**config.mk**
```make
export PLATFORM = sky130hd
export DESIGN_NAME = io_dma_port
export DESIGN_NICKNAME = d
export VERILOG_FILES = /design/src/rtl/io_dma_port.sv
export SDC_FILE = /design/constraint.sdc
export NUM_CORES = 1
export LEC_CHECK = 0
export ABC_AREA = 1
export CORE_MARGIN = 2
export CORE_UTILIZATION = 45
export CTS_BUF_LIST = sky130_fd_sc_hd__clkbuf_4 sky130_fd_sc_hd__clkbuf_8
export CTS_CLUSTER_SIZE = 25
export DETAILED_ROUTE_END_ITERATION = 8
export PLACE_DENSITY = 0.67
export SYNTH_ARGS = -nofsm -noshare
export SYNTH_HDL_FRONTEND = slang
export SYNTH_SLANG_ARGS = --single-unit
export TNS_END_PERCENT = 100
```
**constraint.sdc**
```tcl
create_clock -name CLK -period 4.6 [get_ports CLK]
set_clock_uncertainty 0.2 [all_clocks]
set_input_delay 0.46 -clock CLK [delete_from_list [all_inputs] [get_ports CLK]]
set_output_delay 0.46 -clock CLK [all_outputs]
set_load 0.005 [all_outputs]
```
**src/rtl/io_dma_port.sv**
```systemverilog
// io_dma_port: DMA-capable I/O peripheral buffering data between a device port and the
// DMA bus through a DEPTH-entry FIFO, requesting service in BURST_LEN-beat bursts.
module io_dma_port #(
  parameter int DATA_W    = 8,
  parameter int DEPTH     = 16,
  parameter int BURST_LEN = 4
) (
  input  logic                       CLK,
  input  logic                       RST,
  input  logic                       ENABLE,
  input  logic                       DIR,
  output logic                       DREQ,
  input  logic                       DACK,
  input  logic                       CB_IOR,
  input  logic                       CB_IOW,
  input  logic [DATA_W-1:0]          DB_IN,
  output logic [DATA_W-1:0]          DB_OUT,
  output logic                       DB_OE,
  input  logic                       DEV_WR,
  input  logic [DATA_W-1:0]          DEV_WDATA,
  input  logic                       DEV_RD,
  output logic [DATA_W-1:0]          DEV_RDATA,
  output logic [$clog2(DEPTH+1)-1:0] LEVEL,
  output logic                       FULL,
  output logic                       EMPTY,
  output logic                       TC,
  output logic                       ERR,
  input  logic                       ERR_CLR
);

  localparam int AW = $clog2(DEPTH);
  localparam int LW = $clog2(DEPTH + 1);
  localparam int BW = $clog2(BURST_LEN + 1);
  localparam logic [LW-1:0] DEPTH_L   = LW'(DEPTH);
  localparam logic [LW-1:0] BURST_L   = LW'(BURST_LEN);
  localparam logic [BW-1:0] LAST_BEAT = BW'(BURST_LEN - 1);

  typedef enum logic [1:0] {
    S_IDLE,
    S_REQ,
    S_XFER
  } state_e;

  state_e            state_q, state_d;
  logic              dir_q;
  logic [BW-1:0]     beats_q, beats_d;
  logic              tc_q, tc_d;
  logic              err_q;
  logic [AW-1:0]     wr_ptr_q, rd_ptr_q;
  logic [LW-1:0]     level_q;
  logic [DATA_W-1:0] mem [DEPTH];

  logic              in_idle, in_xfer, dir_change, flush;
  logic              rd_beat, wr_beat, beat;
  logic              push_req, pop_req, push_ok, pop_ok;
  logic [DATA_W-1:0] push_data;
  logic              req_cond;
  logic              bus_err, dir_err, fifo_err, any_err;

  assign in_idle    = (state_q == S_IDLE);
  assign in_xfer    = (state_q == S_XFER);
  assign dir_change = (DIR != dir_q);
  // A direction change only takes effect from IDLE, where it empties the FIFO.
  assign flush      = in_idle & dir_change;

  assign rd_beat = DACK & in_xfer & CB_IOR & ~CB_IOW & ~dir_q;
  assign wr_beat = DACK & in_xfer & CB_IOW & ~CB_IOR &  dir_q;
  assign beat    = rd_beat | wr_beat;

  // Each direction has exactly one producer and one consumer of FIFO entries.
  assign push_req  = ~flush & (dir_q ? wr_beat : DEV_WR);
  assign pop_req   = ~flush & (dir_q ? DEV_RD  : rd_beat);
  assign push_data = dir_q ? DB_IN : DEV_WDATA;
  assign pop_ok    = pop_req & (level_q != '0);
  assign push_ok   = push_req & ((level_q != DEPTH_L) | pop_ok);

  assign req_cond = dir_q ? ((DEPTH_L - level_q) >= BURST_L) : (level_q >= BURST_L);

  // Any strobe under DACK that does not form a valid beat is a protocol error.
  assign bus_err  = DACK & (CB_IOR | CB_IOW) & ~beat;
  assign dir_err  = dir_change & ~in_idle;
  assign fifo_err = (push_req & ~push_ok) | (pop_req & ~pop_ok);
  assign any_err  = bus_err | dir_err | fifo_err;

  always_comb begin
    // NOTE: every comb output gets a default first so no path leaves it unassigned (no latch).
    state_d = state_q;
    beats_d = beats_q;
    tc_d    = 1'b0;
    case (state_q)
      S_IDLE: begin
        if (!dir_change && ENABLE && req_cond) state_d = S_REQ;
      end
      S_REQ: begin
        if (DACK) state_d = S_XFER;
      end
      S_XFER: begin
        if (!DACK) begin
          state_d = S_REQ;
        end else if (beat) begin
          if (beats_q == LAST_BEAT) begin
            tc_d    = 1'b1;
            beats_d = '0;
            state_d = S_IDLE;
          end else begin
            beats_d = beats_q + BW'(1);
          end
        end
      end
      default: state_d = S_IDLE;
    endcase
  end

  always_ff @(posedge CLK) begin
    // NOTE: sequential state uses non-blocking assignments so all registers update together.
    if (RST) begin
      state_q  <= S_IDLE;
      dir_q    <= DIR;
      beats_q  <= '0;
      tc_q     <= 1'b0;
      err_q    <= 1'b0;
      wr_ptr_q <= '0;
      rd_ptr_q <= '0;
      level_q  <= '0;
    end else begin
      state_q <= state_d;
      beats_q <= beats_d;
      tc_q    <= tc_d;
      if (any_err) begin
        err_q <= 1'b1;
      end else if (ERR_CLR) begin
        err_q <= 1'b0;
      end
      if (flush) begin
        dir_q    <= DIR;
        wr_ptr_q <= '0;
        rd_ptr_q <= '0;
        level_q  <= '0;
      end else begin
        if (push_ok) wr_ptr_q <= wr_ptr_q + AW'(1);
        if (pop_ok)  rd_ptr_q <= rd_ptr_q + AW'(1);
        level_q <= level_q + LW'(push_ok) - LW'(pop_ok);
      end
    end
  end

  // NOTE: storage is not reset; occupancy and pointers alone decide what is valid.
  always_ff @(posedge CLK) begin
    if (push_ok) mem[wr_ptr_q] <= push_data;
  end

  assign DB_OUT    = mem[rd_ptr_q];
  assign DEV_RDATA = mem[rd_ptr_q];
  assign DB_OE     = DACK & CB_IOR & ~dir_q;
  assign DREQ      = (state_q == S_REQ) | (state_q == S_XFER);
  assign LEVEL     = level_q;
  assign FULL      = (level_q == DEPTH_L);
  assign EMPTY     = (level_q == '0);
  assign TC        = tc_q;
  assign ERR       = err_q;

endmodule

```
==> results.md <==
- Status: finished, final reports clean
- Pins Over Slew Limit: 0
- Critical path data required time: 3940 ps
- Clk_lat worst skew: 430 ps
- Synthesis Warnings: 0
- Post-synthesis compound-gate area fraction: 0.110
- Setup Buffers After CTS: 0
- Height of the die: 126 um
- Final critical delay including setup and external delays: 3520 ps
- Count of unique library cells instantiated by Yosys: 29
- Post-Syn Nets: 674
- Clock Sinks: 153
- Number of endpoints with negative hold slack in the final report: 0
- Classification of the worst-slack hold path: reg -> reg
- Ratio of routed vias to standard cells: 5.27
- Initial DRC count: 391
- Antenna Violating Nets Remaining: 0
- Buffer depth of the longest clock path: 2
- Port bufs: 52
- EDFF count, synth: 129
- First-pass GRT wire length: 23.1 mm
- Total routing resource utilization after global routing: 0.186
- Router iterations before antenna repair: 5
- Reported leakage power: 2.72 nW
- Root Buffer: clkbuf_8
- Mean Syn Cell Area: 10.7 um^2
- IO Count: 53
- Remaining max-slew budget at the tightest pin: 0.423
- Initial antenna violation count: 0
- Tcrit/Tclk final: 0.764
- Type of the worst setup path: reg -> out
- Quantity of gates resized following cts: 0
- Setup Viol. Count Final: 0
- Hold buffer count at CTS: 0
- Cell accounting for the most synthesized area: edfxtp_1
- Inst Count DP: 836
- Number of cells produced by synthesis: 627
- Seq/Total Area, Yosys: 0.647
- Overflow left after global routing: 0
- Worst supply voltage drop on vdd: 273 uV
- Layout Area Growth over Synthesis: 14.8%
- Total power density per cell area: 478 nW/um^2
- Sum of net half-perimeters after detailed placement: 9.46 mm
- Post-place setup slack: 1220 ps
- Max cap viols: 0
- Most common cell after layout, fill and taps aside: nor2_1
- Pin count of the biggest net entering global routing: 65
- Floorplan row count: 44
- Antenna diodes: 0
- Final wirelength: 14.4 mm
- Multiplexer share of the synthesized area: 0
- Overall via count from detail_route: 4571
- Actual slew at the worst max-slew pin: 862 ps
- RSZ-0062 raised after global routing: no
- Fill cell instance count of the final layout: 1237
- CTS tree: done
- CTS clock-pin slew for the worst setup and hold paths: 80 ps
- Combinational family with the most area after synthesis: simple AND/OR/NAND/NOR gates
- Most frequent cells in the layout: nor2_1, edfxtp_1, o21ai_0
- Startpoint class of the critical path: register
- Post-synthesis adder-cell area fraction: 0.0401
- Remaining design rule violation count: 0
- DR WL/cell: 16.6 um
- Fraction of the mapped netlist area in simple logic gates: 0.149
- Share of the synthesized area in the top cell type: 0.575
- Vias in the first global route: 4510
- Most used DFF post-synth: edfxtp_1
- Biggest fanout along the worst timing path: 34
- Share of cells above drive strength 1: 0.0775
- Starting density of the core: 0.461
- Non-filler cells in the finished layout: 868
- Achievable clock frequency: 284 MHz
- Die Footprint: 16000 um^2
- Post-synthesis register bit count: 153
- Number of nets in the final layout: 718
- Capturing element type of the critical path: output pin
- Placeable core area: 14600 um^2
- Main area contributors after synthesis: edfxtp_1, nor2_1, dfxtp_1
- Proportion of register bits with asynchronous set or reset after synthesis: 0
- Post-synth design cell area: 6730 um^2
- Routability cong.: 0.835
- Post-route worst setup slack: 1080 ps
- Post-synthesis xor/xnor area fraction: 0.00520
- Setup tns final: 0 ps
- Fraction of the core area covered by cells at the end of the flow: 0.530
- Floorplan die width: 126 um
- Number of buffers inserted during clock tree synthesis: 17
- Data arrival at the endpoint of the critical path: 2860 ps
- CTS HTree Levels: 4
## stage by stage
stage	hold slack [ps]	power (mW)	cell area (um^2)
floorplan	243	2.39	6730
global placement	258	2.75	7360
detailed placement	266	2.78	7360
CTS	281	3.72	7730
global route	309	3.92	7730
finish	286	3.69	7730
## path summary, 6_finish.rpt
path / from / endpoint / slack [ps] / cells past startpoint
worst max-delay path: register / DEV_RDATA[2] / 1080 / 9
worst max register to register: dir_q$_DFFE_PP_ / LEVEL[4]$_SDFF_PP0_ / 1370 / 16
worst min-delay path: beats_q[2]$_SDFFE_PP0P_ / beats_q[2]$_SDFFE_PP0P_ / 290 / 2
worst min register to register: beats_q[2]$_SDFFE_PP0P_ / beats_q[2]$_SDFFE_PP0P_ / 290 / 2
## cell usage after synthesis, types with 2 or more instances
cell type / count
nor2_1: 138
edfxtp_1: 129
o21ai_0: 74
nand2_1: 69
inv_1: 38
o211ai_1: 33
dfxtp_1: 24
nand3_1: 24
ha_1: 20
a21oi_1: 18
clkbuf_1: 17
buf_4: 8
buf_2: 7
nor3_1: 4
nand2_2: 3
o21ai_1: 3
xor2_1: 3
inv_2: 2
nand2_4: 2
or2_2: 2
## flip-flops by register name (all words and copies together) (netlist names), named ones only
register,cells
ERR,1
LEVEL,5
TC,1
beats_q,3
dir_q,1
mem,128
rd_ptr_q,4
state_q,2
wr_ptr_q,4
## worst max-delay path, stage by stage (launching register included)
cell             delay, ps
dfxtp_1                320
inv_2                  450
buf_4                  360
nor2_1                  60
nor2_1                  70
o21ai_0                120
o211ai_1               200
nand3_1                180
nand2_1                130
clkdlybuf4s50_1        500
## logic make-up (layout without fill, tap and decap cells)
family | count (synthesis) | count (layout)
XOR/XNOR | 4 | 4
buffers and inverters | 75 | 132
adder cells (fa/ha/maj) | 21 | 21
AND/OR/NAND/NOR | 244 | 244
AO/OA/AOI/OAI | 130 | 130
flip-flops | 153 | 153
## per-layer routing
| metal | part of all wire | wire, um | up-vias | track usage |
|---|---|---|---|---|
| li1 | - | - | 2250 | - |
| met1 | 0.43 | 6230 | 2190 | 0.240 |
| met2 | 0.51 | 7320 | 112 | 0.316 |
| met3 | 0.043 | 622 | 19 | 0.0426 |
| met4 | 0.018 | 258 | 0 | 0.0524 |
| met5 | 0 | 0 | - | 0 |
## where the power goes
part	internal [mW]	total, mW	leakage (nW)	switching (mW)
sequential	1.61	1.68	1.36	0.0713
combinational	0.456	1.06	1.15	0.607
clock	0.453	0.945	0.200	0.492
total	2.52	3.69	2.72	1.17
## final cells by class
type	instances	area, um^2	area share
flip-flops and latches	153	4360	0.563
well taps	184	230	0.0298
multi-input cells	399	2050	0.265
repair buffers	59	573	0.0741
clock buffers	19	255	0.0330
inverters	41	156	0.0202
clock inverters	13	113	0.0146
Power figures use the tool's default switching activity.
